[src/rtl/control_heroe.sv]
// Hero controller: input synchronizers, jump FSM, lives and collision/bonus evaluation on obstacle ticks.
// Optional double jump in the air is enabled by defining SALTO_DOBLE_EN.
module control_heroe #(
  parameter logic [2:0]  OFF         = 3'd0,
  parameter logic [2:0]  GAME        = 3'd3,
  parameter logic [2:0]  WL          = 3'd4,
  parameter int unsigned SALTO_TICKS = 2,
  parameter int unsigned VIDAS_INI   = 3,
  parameter logic [4:0]  TIPO_BONO   = 5'd16,
  parameter logic [6:0]  SEG_SUELO   = 7'b0001000,
  parameter logic [6:0]  SEG_AIRE    = 7'b0000001
) (
  input  logic        clk,
  input  logic        rst,
  input  logic [2:0]  presente,
  input  logic        clk_obstaculos,
  input  logic        boton_salto,
  input  logic [20:0] display_obs,
  input  logic [4:0]  tipo_obs,
  input  logic [1:0]  mundo,
  output logic        bono_tomado,
  output logic [1:0]  W_or_L,
  output logic [1:0]  vidas,
  output logic [6:0]  display_heroe
);

  localparam int unsigned AW = 3;
  localparam logic [1:0] T_VACIO  = 2'd0;
  localparam logic [1:0] T_SUELO  = 2'd1;
  localparam logic [1:0] T_AIRE   = 2'd2;
  localparam logic [1:0] T_BONO   = 2'd3;

  typedef enum logic [2:0] {INACTIVO, SUELO, AIRE, PERDIO, GANO} state_t;

  state_t           state, state_d;
  logic [2:0]       obs_sync, btn_sync;
  logic             eval;
  logic [2:0][1:0]  tp, tp_d;
  logic [AW-1:0]    air, air_d;
  logic [1:0]       vidas_d, wl_d;
  logic             bono_d;
  logic [6:0]       glyph_d;
  logic [1:0]       tp_new, item;
  logic             tick, salto, hit, win, presente_ok;
`ifdef SALTO_DOBLE_EN
  logic             dbl_used, dbl_d;
`endif

  assign tick        = obs_sync[1] & ~obs_sync[2];
  assign salto       = btn_sync[1] & ~btn_sync[2];
  assign presente_ok = (presente == GAME) || (presente == WL);
  assign item        = tp[1];

  // Classify the item entering the field this eval
  always_comb begin
    tp_new = T_VACIO;
    if (tipo_obs == TIPO_BONO)        tp_new = T_BONO;
    else if (display_obs[20:14] != '0) tp_new = tipo_obs[0] ? T_AIRE : T_SUELO;
  end

  assign hit = eval && (((item == T_SUELO) && (state == SUELO)) ||
                        ((item == T_AIRE)  && (state == AIRE)));

  always_comb begin
    state_d = state;
    vidas_d = vidas;
    tp_d    = tp;
    air_d   = air;
    bono_d  = 1'b0;
    wl_d    = W_or_L;
    win     = 1'b0;
`ifdef SALTO_DOBLE_EN
    dbl_d   = dbl_used;
`endif
    case (state)
      INACTIVO: begin
        if (presente == GAME) begin
          state_d = SUELO;
          vidas_d = 2'(VIDAS_INI);
          tp_d    = '0;
          wl_d    = 2'b00;
        end
      end
      SUELO, AIRE: begin
        if (eval) begin
          tp_d = {tp_new, tp[2], tp[1]};
          if ((item == T_BONO) && (state == AIRE)) bono_d = 1'b1;
          if (hit) vidas_d = vidas - 2'd1;
          win = (mundo == 2'd3) && (tp_d == '0) && (display_obs == '0);
        end
        // A fatal hit outranks a simultaneous win
        if (hit && (vidas == 2'd1)) begin
          state_d = PERDIO;
          wl_d    = 2'b01;
          air_d   = '0;
        end else if (win) begin
          state_d = GANO;
          wl_d    = 2'b10;
          air_d   = '0;
        end else if (state == SUELO) begin
          if (salto) begin
            state_d = AIRE;
            air_d   = AW'(SALTO_TICKS);
`ifdef SALTO_DOBLE_EN
            dbl_d   = 1'b0;
`endif
          end
        end else begin
`ifdef SALTO_DOBLE_EN
          if (salto && !dbl_used) begin
            air_d = AW'(SALTO_TICKS);
            dbl_d = 1'b1;
          end else
`endif
          if (eval) begin
            air_d = air - AW'(1);
            if (air == AW'(1)) state_d = SUELO;
          end
        end
      end
      PERDIO, GANO: ;
      default: state_d = INACTIVO;
    endcase
    if (!presente_ok) begin
      state_d = INACTIVO;
      air_d   = '0;
      wl_d    = 2'b00;
      bono_d  = 1'b0;
    end
  end

  always_comb begin
    glyph_d = 7'b0;
    case (state_d)
      SUELO, PERDIO: glyph_d = SEG_SUELO;
      AIRE, GANO:    glyph_d = SEG_AIRE;
      default:       glyph_d = 7'b0;
    endcase
  end

  always_ff @(posedge clk) begin
    if (rst) begin
      state         <= INACTIVO;
      obs_sync      <= '0;
      btn_sync      <= '0;
      eval          <= 1'b0;
      tp            <= '0;
      air           <= '0;
      vidas         <= 2'(VIDAS_INI);
      W_or_L        <= 2'b00;
      bono_tomado   <= 1'b0;
      display_heroe <= 7'b0;
`ifdef SALTO_DOBLE_EN
      dbl_used      <= 1'b0;
`endif
    end else begin
      state         <= state_d;
      obs_sync      <= {obs_sync[1:0], clk_obstaculos};
      btn_sync      <= {btn_sync[1:0], boton_salto};
      eval          <= tick;
      tp            <= tp_d;
      air           <= air_d;
      vidas         <= vidas_d;
      W_or_L        <= wl_d;
      bono_tomado   <= bono_d;
      display_heroe <= glyph_d;
`ifdef SALTO_DOBLE_EN
      dbl_used      <= dbl_d;
`endif
    end
  end

endmodule
[config.mk]
export PLATFORM = sky130hd
export DESIGN_NAME = control_heroe
export DESIGN_NICKNAME = d
export VERILOG_FILES = /design/src/rtl/control_heroe.sv
export SDC_FILE = /design/constraint.sdc
export NUM_CORES = 1
export LEC_CHECK = 0
export ABC_AREA = 1
export CAP_MARGIN = 30
export CORE_MARGIN = 5
export CORE_UTILIZATION = 24
export CTS_CLUSTER_SIZE = 14
export DETAILED_ROUTE_END_ITERATION = 10
export DONT_BUFFER_PORTS = 1
export GPL_ROUTABILITY_DRIVEN = 0
export PLACE_DENSITY_LB_ADDON = 0.15
export SLEW_MARGIN = 0
export SYNTH_ARGS = -nofsm -noshare
export SYNTH_HDL_FRONTEND = slang
export SYNTH_SLANG_ARGS = --single-unit
[constraint.sdc]
create_clock -name clk -period 1.9 [get_ports clk]
set_input_delay 0.475 -clock clk [delete_from_list [all_inputs] [get_ports clk]]
set_output_delay 0.475 -clock clk [all_outputs]
set_load 0.01 [all_outputs]
Word-level counts from Yosys, hierarchy flattened:

Cells that the tools add are included.

* register bits: 29
* input bits: 35
* word-level logic and storage cells: 99

* add/sub/neg operators: 2
* equality and inequality tests: 22
* muxes and demuxes: 32
* bitwise gates (word level): 7
* reduce and logical (&&, ||, !) cells: 25

Operators with widths (number)
* $mux W3: 13
* $logic_not A21 Y1: 1
* $mux W2: 9
* $eq A3 B2 Y1 const B: 5
* $mux W6: 2
* $pmux W6 S2: 1
* $reduce_or A2 Y1: 5
* $eq A3 B1 Y1 const B: 3
* $eq A3 B3 Y1 const B: 3
* $pmux W3 S3: 1
* $reduce_and A3 Y1: 3
* $pmux W2 S2: 2
* $pmux W4 S2: 1
* $logic_and A1 B1 Y1: 7
* $reduce_bool A7 Y1: 1
* $eq A2 B2 Y1 const B: 3
* $logic_not A6 Y1: 1
* $ne A2 B2 Y1 const B: 3
* $eq A5 B5 Y1 const B: 1
* $not A1 Y1: 5
* $eq A2 B1 Y1 const B: 2
* $ne A4 B2 Y1 const B: 1
* $reduce_and A4 Y1: 1
* $reduce_bool A4 Y1: 1
* 9 further kinds: 13

Depth between registers and ports, before layout:

Gate-level depths: netlist of run 1.

* depth after elaboration: 15
* depth in mapped cells: 12
* gate-level depth less buffers: 12

Least setup slack after synthesis of run 1:

No wires, ideal clock.

* kind: in2reg
* start: in display_obs[19]
* end: reg air[2]
* library setup time: 0.113 ns
* arrival time: 1.287 ns
* setup slack: 0.501 ns
* stages on the path: 10
* cell sequence: nor2_1 -> nand2_1 -> nor2_1 -> inv_1 -> nor2_2 -> nand2_2 -> nand3_2 -> nand2_2 -> nor2_1 -> nor2_1

* cells in the longest elaborated chain, start to end: 10
* elaborated cells on any way between the ends: 14

Ends and longest elaborated chain
* from (decl): line 18 `input logic [20:0] display_obs,`
* $reduce_bool A7 Y1: line 58 `else if (display_obs[20:14] != '0) tp_new = tipo_obs[0] ? T_AIRE : T_SUELO;`
* $mux W2: line 58
* $mux W2: line 57 `if (tipo_obs == TIPO_BONO) tp_new = T_BONO;`
* $logic_not A6 Y1: line 89 `win = (mundo == 2'd3) && (tp_d == '0) && (display_obs == '0);`
* $logic_and A1 B1 Y1: line 89
* $logic_and A1 B1 Y1 (*): line 89
* $mux W1 (*): line 85 `if (eval) begin`
* $mux W1 (*): line 75 `case (state)`
* $ne A4 B2 Y1 (no source line) (tied with other cells)
* $reduce_and A3 Y1 (no source line) or $mux W3 (tied branches)
* to (signal assigned): line 162 `air <= air_d;`
* to (decl): line 39 `logic [AW-1:0] air, air_d;`

Mark *: on every way between the ends. The rest lies on a longest branch, timed or not. The select of a mux whose other input is x is not followed.
A chain may end at the register's enable or synchronous reset.

Final worst setup path of run 1:

* start: reg state[0]
* end: reg display_heroe[0]

* cells in the longest elaborated chain, start to end: 11
* elaborated cells on any way between the ends: 28

Ends and longest elaborated chain
* from (decl): line 35 `state_t state, state_d;`
* from (signal assigned): line 157 `state <= state_d;`
* $eq A3 B1 Y1 or $eq A3 B2 Y1 (tied branches)
* $logic_and A1 B1 Y1 (on tied branches): line 61, 62
* $logic_or A1 B1 Y1: line 61 `assign hit = eval && (((item == T_SUELO) && (state == SUELO)) ||`
* $logic_and A1 B1 Y1: line 61
* $logic_and A1 B1 Y1: line 92 `if (hit && (vidas == 2'd1)) begin`
* $mux W3: line 92
* $pmux W3 S3 (*): line 75
* $mux W3 (*): line 124 `if (!presente_ok) begin`
* $eq A3 B2 Y1 (tied with other cells): line 134 `case (state_d)`
* $reduce_or A2 Y1: line 134
* $pmux W4 S2 (*): line 134
* to (signal assigned): line 166 `display_heroe <= glyph_d;`
* to (decl): line 24 `output logic [6:0] display_heroe`

Mark *: on every way between the ends. The rest lies on a longest branch, timed or not.

==> results of run 1 <==
## synthesized netlist by cell type, drive strengths merged (2+ instances only)
cell type	n
ha	3
clkbuf	2
dfxtp	24
nand3	11
nand2	57
nor2	38
buf	5
nand4	3
inv	36
o21ai	9
nor3	2
a21oi	13
o211ai	2
## cell families after synthesis
family / after synthesis / share of synthesized area
AND/OR/NAND/NOR: 112 / 0.3592
XOR/XNOR: 1 / 0.006636
other: 1 / 0.002841
flip-flops: 24 / 0.3640
adder cells (fa/ha/maj): 3 / 0.02844
buffers and inverters: 43 / 0.1365
AO/OA/AOI/OAI: 25 / 0.1024
## state kept, by name, indices dropped and copies added, names as in the netlist, 3 cells and up
register	cells
air	3
btn_sync	3
obs_sync	3
state	3
## per-stage QoR
| step | utilization | cell area [um^2] | hold WS, ns |
|---|---|---|---|
| 2_1_floorplan | - | 1335 | 0.3728 |
| 3_5_place_dp | 0.2537 | 1380 | 0.3811 |
| 4_1_cts | 0.2669 | 1451 | 0.2428 |
| 3_3_place_gp | 0.2537 | 1380 | 0.3820 |
| 6_report | 0.2669 | 1451 | 0.2523 |
| 5_1_grt | 0.2669 | 1451 | 0.2410 |
## worst max-delay path: stages, from the launching register on
cell,delay (ns)
dfxtp_1,0.46
inv_1,0.12
nand2_1,0.12
nand2_1,0.12
inv_2,0.15
nand2_1,0.06
nor2_1,0.08
nand2_1,0.06
nand2_1,0.07
nand2_2,0.07
nand2_1,0.08
a21oi_2,0.03
## report_power, final
group	switching, W	internal, W	leakage, nW
Combinational	0.0000397	0.0000201	0.430
Clock	0.000178	0.000282	0.0357
Sequential	0.00000620	0.000512	0.195
## per-layer routing
layer | vias to the layer above | wire (um)
met5 | - | 0
met4 | 0 | 29
met3 | 2 | 246
met2 | 29 | 1309
met1 | 474 | 1416
li1 | 636 | -
## layout make-up
| type | count | area [um^2] | area share |
|---|---|---|---|
| multi-input combinational | 146 | 674.4 | 0.4647 |
| sequential | 24 | 480.5 | 0.3310 |
| inverter | 36 | 135.1 | 0.09310 |
| tap | 72 | 90.09 | 0.06207 |
| clock buffer | 3 | 41.29 | 0.02845 |
| clock inverter | 1 | 30.03 | 0.02069 |
## cell usage in the layout (no fill, tap or decap), types with 5 or more instances in the layout
cell     Yosys  final
nor2_1      36     36
nand3_1      8      8
o21ai_0      9      9
dfxtp_1     24     24
nand2_1     54     54
inv_1       34     34
conb_1       1      5
a21oi_1     12     12
## final timing paths
kind	start	end	slack, ns	cells after the start
max	state[0]	display_heroe[0]	0.38	11
min	rst	tp[4]	0.25	1
max reg2reg	state[0]	display_heroe[0]	0.38	11
min reg2reg	obs_sync[2]	eval	0.39	1
==> reports/qor.csv, run 1 <==
metric,value,unit
status,"finished, final reports clean",
Netlist cell types,22,
antenna cells,0,
core area,5439,um^2
sequential area share after synthesis,0.3640,
largest net degree at the start of global routing,18,
CTS HTree Levels,1,
Detailed Route WL,3002,um
CTS tree,yes,
max_cap viols,0,
clk sink count,24,
final number of setup-violating endpoints,0,
fraction of registers with async set/reset,0,
total grt overflow,0,
via count,1141,
"Clk Latency, worst-skew pair",0.27,ns
WL/cell,10.65,um
Fin. Hold Viols,0,
area delta synth->final,9.952,%
Inst Count DP,278,
data required time of the worst path,2.07,ns
fill count,628,
fin. max-slew vios,0,
global-route wire length before repair,5016,um
"worst slack, placed",0.3360,ns
gr usage total,0.08751,
CP arrival,1.69,ns
Post-Synthesis Cell Area,1320,um^2
syn_area_per_cell,6.316,um^2
Rows,27,
Initial DRT Pass Iterations,4,
Critical Path Start Type,flip-flop,
DRT iter0 DRCs,60,
cell taking the most area after synthesis,dfxtp_1,
boundary pin count,47,
Via density,4.046,
Die ar.,7083,um^2
initial antenna violation count,0,
number of synthesized flops with an enable pin,0,
global-route met1 utilization,0.1175,
PwrDens,714.8,nW/um^2
fin cells,282,
Final #Nets,249,
crit end category,flip-flop,
CTS buffer count,3,
Final Total Pwr,0.001037,W
vias in the first global route,1096,
crit share post-route,0.8006,
Yosys reg bits,24,
clock skew,0.01018,ns
setup TNS,0,ns
critical path class,flip-flop to flip-flop,
setup repair bufs after CTS,0,
Final min period,1.521,ns
Yosys warnings,0,
clk buf depth,2,
die height,84.16,um
Resized Gates After CTS,0,
maximum vdd drop,0.4141,mV
CTS Root Cell,clkbuf_8,
Final WS setup,0.3789,ns
layer with the highest usage,met2,
grt met3 use,0.03435,
top-area cell type share of the netlist area,0.3640,
DRT antenna net count,0,
Post-CTS Hold Buffers,0,
Synth Instances,209,
clk slew on worst S/H paths,0.10,ns
Initial Utilization,0.2427,
Main synth FF type,dfxtp_1,
Max Fclk,657.4,MHz
static leakage,0.6601,nW
unrepaired setup endpoints after global routing,no,
drt drc,0,
Port Buf Inserts,0,
layout cells sized above 1,0.07143,
Die W,84.16,um
largest cells by area after synthesis,"dfxtp_1 36%, nand2_1 15%, nor2_1 10%",
Hold/Removal Path Class,input port to flip-flop,
met2 Resource Use GR,0.1291,
Worst Path Max Fanout,7,
DP HPWL,2379,um
(Power assumes the default switching activity.)
==> run 2: changes to the inputs <==
Clock period 1.9 ns to 1.3 ns, I/O delays scaled along.
==> run 2 against run 1 <==
Effect of this change:
- the flow now finishes with violations (negative setup slack)
- non-clock buffer count up 27
- wire length up 9.0%
- total power up 49%
- via count up 12%
- sequential cell count unchanged
- sequential power up 45%
- largest cell class unchanged
- clock skew down 0.0046 ns
- fmax up 17%
==> reports/qor.csv, run 2 (synthesis gave the netlist of run 1 again) <==
metric,value,unit
status,"complete, but fails checks",
failing checks,negative setup slack,
max_cap viols,0,
Detailed Route WL,3271,um
Final #Nets,276,
crit path buf inv count,2,
Rows,27,
Die W,84.16,um
maximum vdd drop,0.5318,mV
final number of setup-violating endpoints,3,
"commonest non-fill, non-tap cell in the layout",nand2_1,
Worst Path Max Fanout,8,
Crit-path slowest cell,dfxtp_4,
clk sink count,24,
DRT antenna net count,0,
"Clk Latency, worst-skew pair",0.27,ns
Worst path most repeated cell,nand2_1,
initial antenna violation count,0,
global-route met1 utilization,0.1165,
total grt overflow,0,
DP HPWL,2538,um
Port Buf Inserts,0,
Worst R2R Start,state[0],
clock skew,0.005567,ns
fin. max-slew vios,0,
WP depth,9,
delay of the slowest critical-path stage,0.39,ns
Die ar.,7083,um^2
hold_ws,0.1040,ns
Post-CTS Hold Buffers,0,
r2r endpoint,display_heroe[0],
final design utilization,0.3329,
area delta synth->final,37.16,%
CTS tree,yes,
crit end category,flip-flop,
CTS buffer count,3,
Via density,4.120,
Fin. Hold Viols,0,
global-route wire length before repair,5292,um
crit path to,display_heroe[0],
unrepaired setup endpoints after global routing,yes,
Hold/Removal Path Class,input port to flip-flop,
vias in the first global route,1182,
core area,5439,um^2
Max Fclk,766.1,MHz
CP arrival,1.52,ns
Post-DP Area,1560,um^2
Critical Path Start Type,flip-flop,
clk buf depth,2,
Initial DRT Pass Iterations,4,
cells on worst reg2reg path,9,
crit share post-route,1.004,
grt met3 use,0.03140,
CTS Root Cell,clkbuf_8,
CP top delay family,simple AND/OR/NAND/NOR gates,
DRT iter0 DRCs,24,
critical path class,flip-flop to flip-flop,
die height,84.16,um
Initial Utilization,0.2427,
reg-to-reg setup timing slack,-0.005,ns
boundary pin count,47,
data required time of the worst path,1.51,ns
Final min period,1.305,ns
Final WS setup,-0.005255,ns
antenna cells,0,
post-route design area,1810,um^2
layer with the highest usage,met2,
static leakage,0.8473,nW
via count,1273,
PwrDens,854.6,nW/um^2
layout cells sized above 1,0.3291,
"commonest cells after routing, fill and taps aside","44 x nand2_1, 33 x nor2_1, 26 x inv_1",
worst setup path startpoint,state[0],
gr usage total,0.09163,
largest net degree at the start of global routing,18,
clk slew on worst S/H paths,0.09,ns
critical path cell sequence,"inv_2, nand4_1, nand2_2, nand3_4, nand2_1, inv_1, nand2_1, nand2_1, a21oi_2",
WL/cell,10.59,um
CTS HTree Levels,1,
met2 Resource Use GR,0.1485,
drt drc,0,
==> run 2: worst min path at each step <==
stage / startpoint / end / slack [ns] / cells past startpoint
4_1_cts: rst / state[1] / 0.1 / 1
3_5_place_dp: obs_sync[2] / eval / 0.39 / 1
6_report: rst / state[1] / 0.10 / 1
3_3_place_gp: obs_sync[2] / eval / 0.38 / 1
5_1_grt: rst / state[2] / 0.09 / 1
2_1_floorplan: obs_sync[2] / eval / 0.37 / 1
==> run 2: final cells by class <==
class                   instances  area, um^2
fillers                       585        3628
multi-input cells             146       800.8
clock buffers                   3       41.29
repair buffers                 27       210.2
inverters                      36       145.1
flip-flops and latches         24       493.0
clock inverters                 1       30.03
well taps                      72       90.09
==> run 2: stage by stage <==
stage / setup WS [ns] / cells / setup TNS [ns] / total power [W]
after floorplan: 0.04318 / 213 / 0 / 0.0008622
after global placement: -0.1750 / 302 / -1.281 / 0.0008809
after detailed placement: -0.1246 / 302 / -1.095 / 0.0008807
after CTS: -0.03071 / 308 / -0.1879 / 0.001567
after global routing: -0.1512 / 309 / -0.9593 / 0.001624
final: -0.005255 / 309 / -0.01137 / 0.001547
==> run 2: per-layer routing <==
layer	wire [um]	vias to the layer above
met5	0	-
met4	23	0
met3	207	2
met2	1558	29
met1	1481	553
li1	-	689
==> run 2: timing repair <==
action / CTS / global route
endpoints found under the hold margin: 0 / 0
resized for setup: 22 / 35
cloned: 0 / 0
setup buffers: 2 / 1
endpoints found under the setup margin: 16 / 16
pin swaps: 8 / 8
==> run 2: power by group <==
part / total (W) / switching [W] / internal [W] / leakage [nW]
clock network: 0.000671 / 0.000260 / 0.000412 / 0.0357
registers: 0.000750 / 0.00000647 / 0.000744 / 0.198
logic: 0.000125 / 0.0000733 / 0.0000522 / 0.613
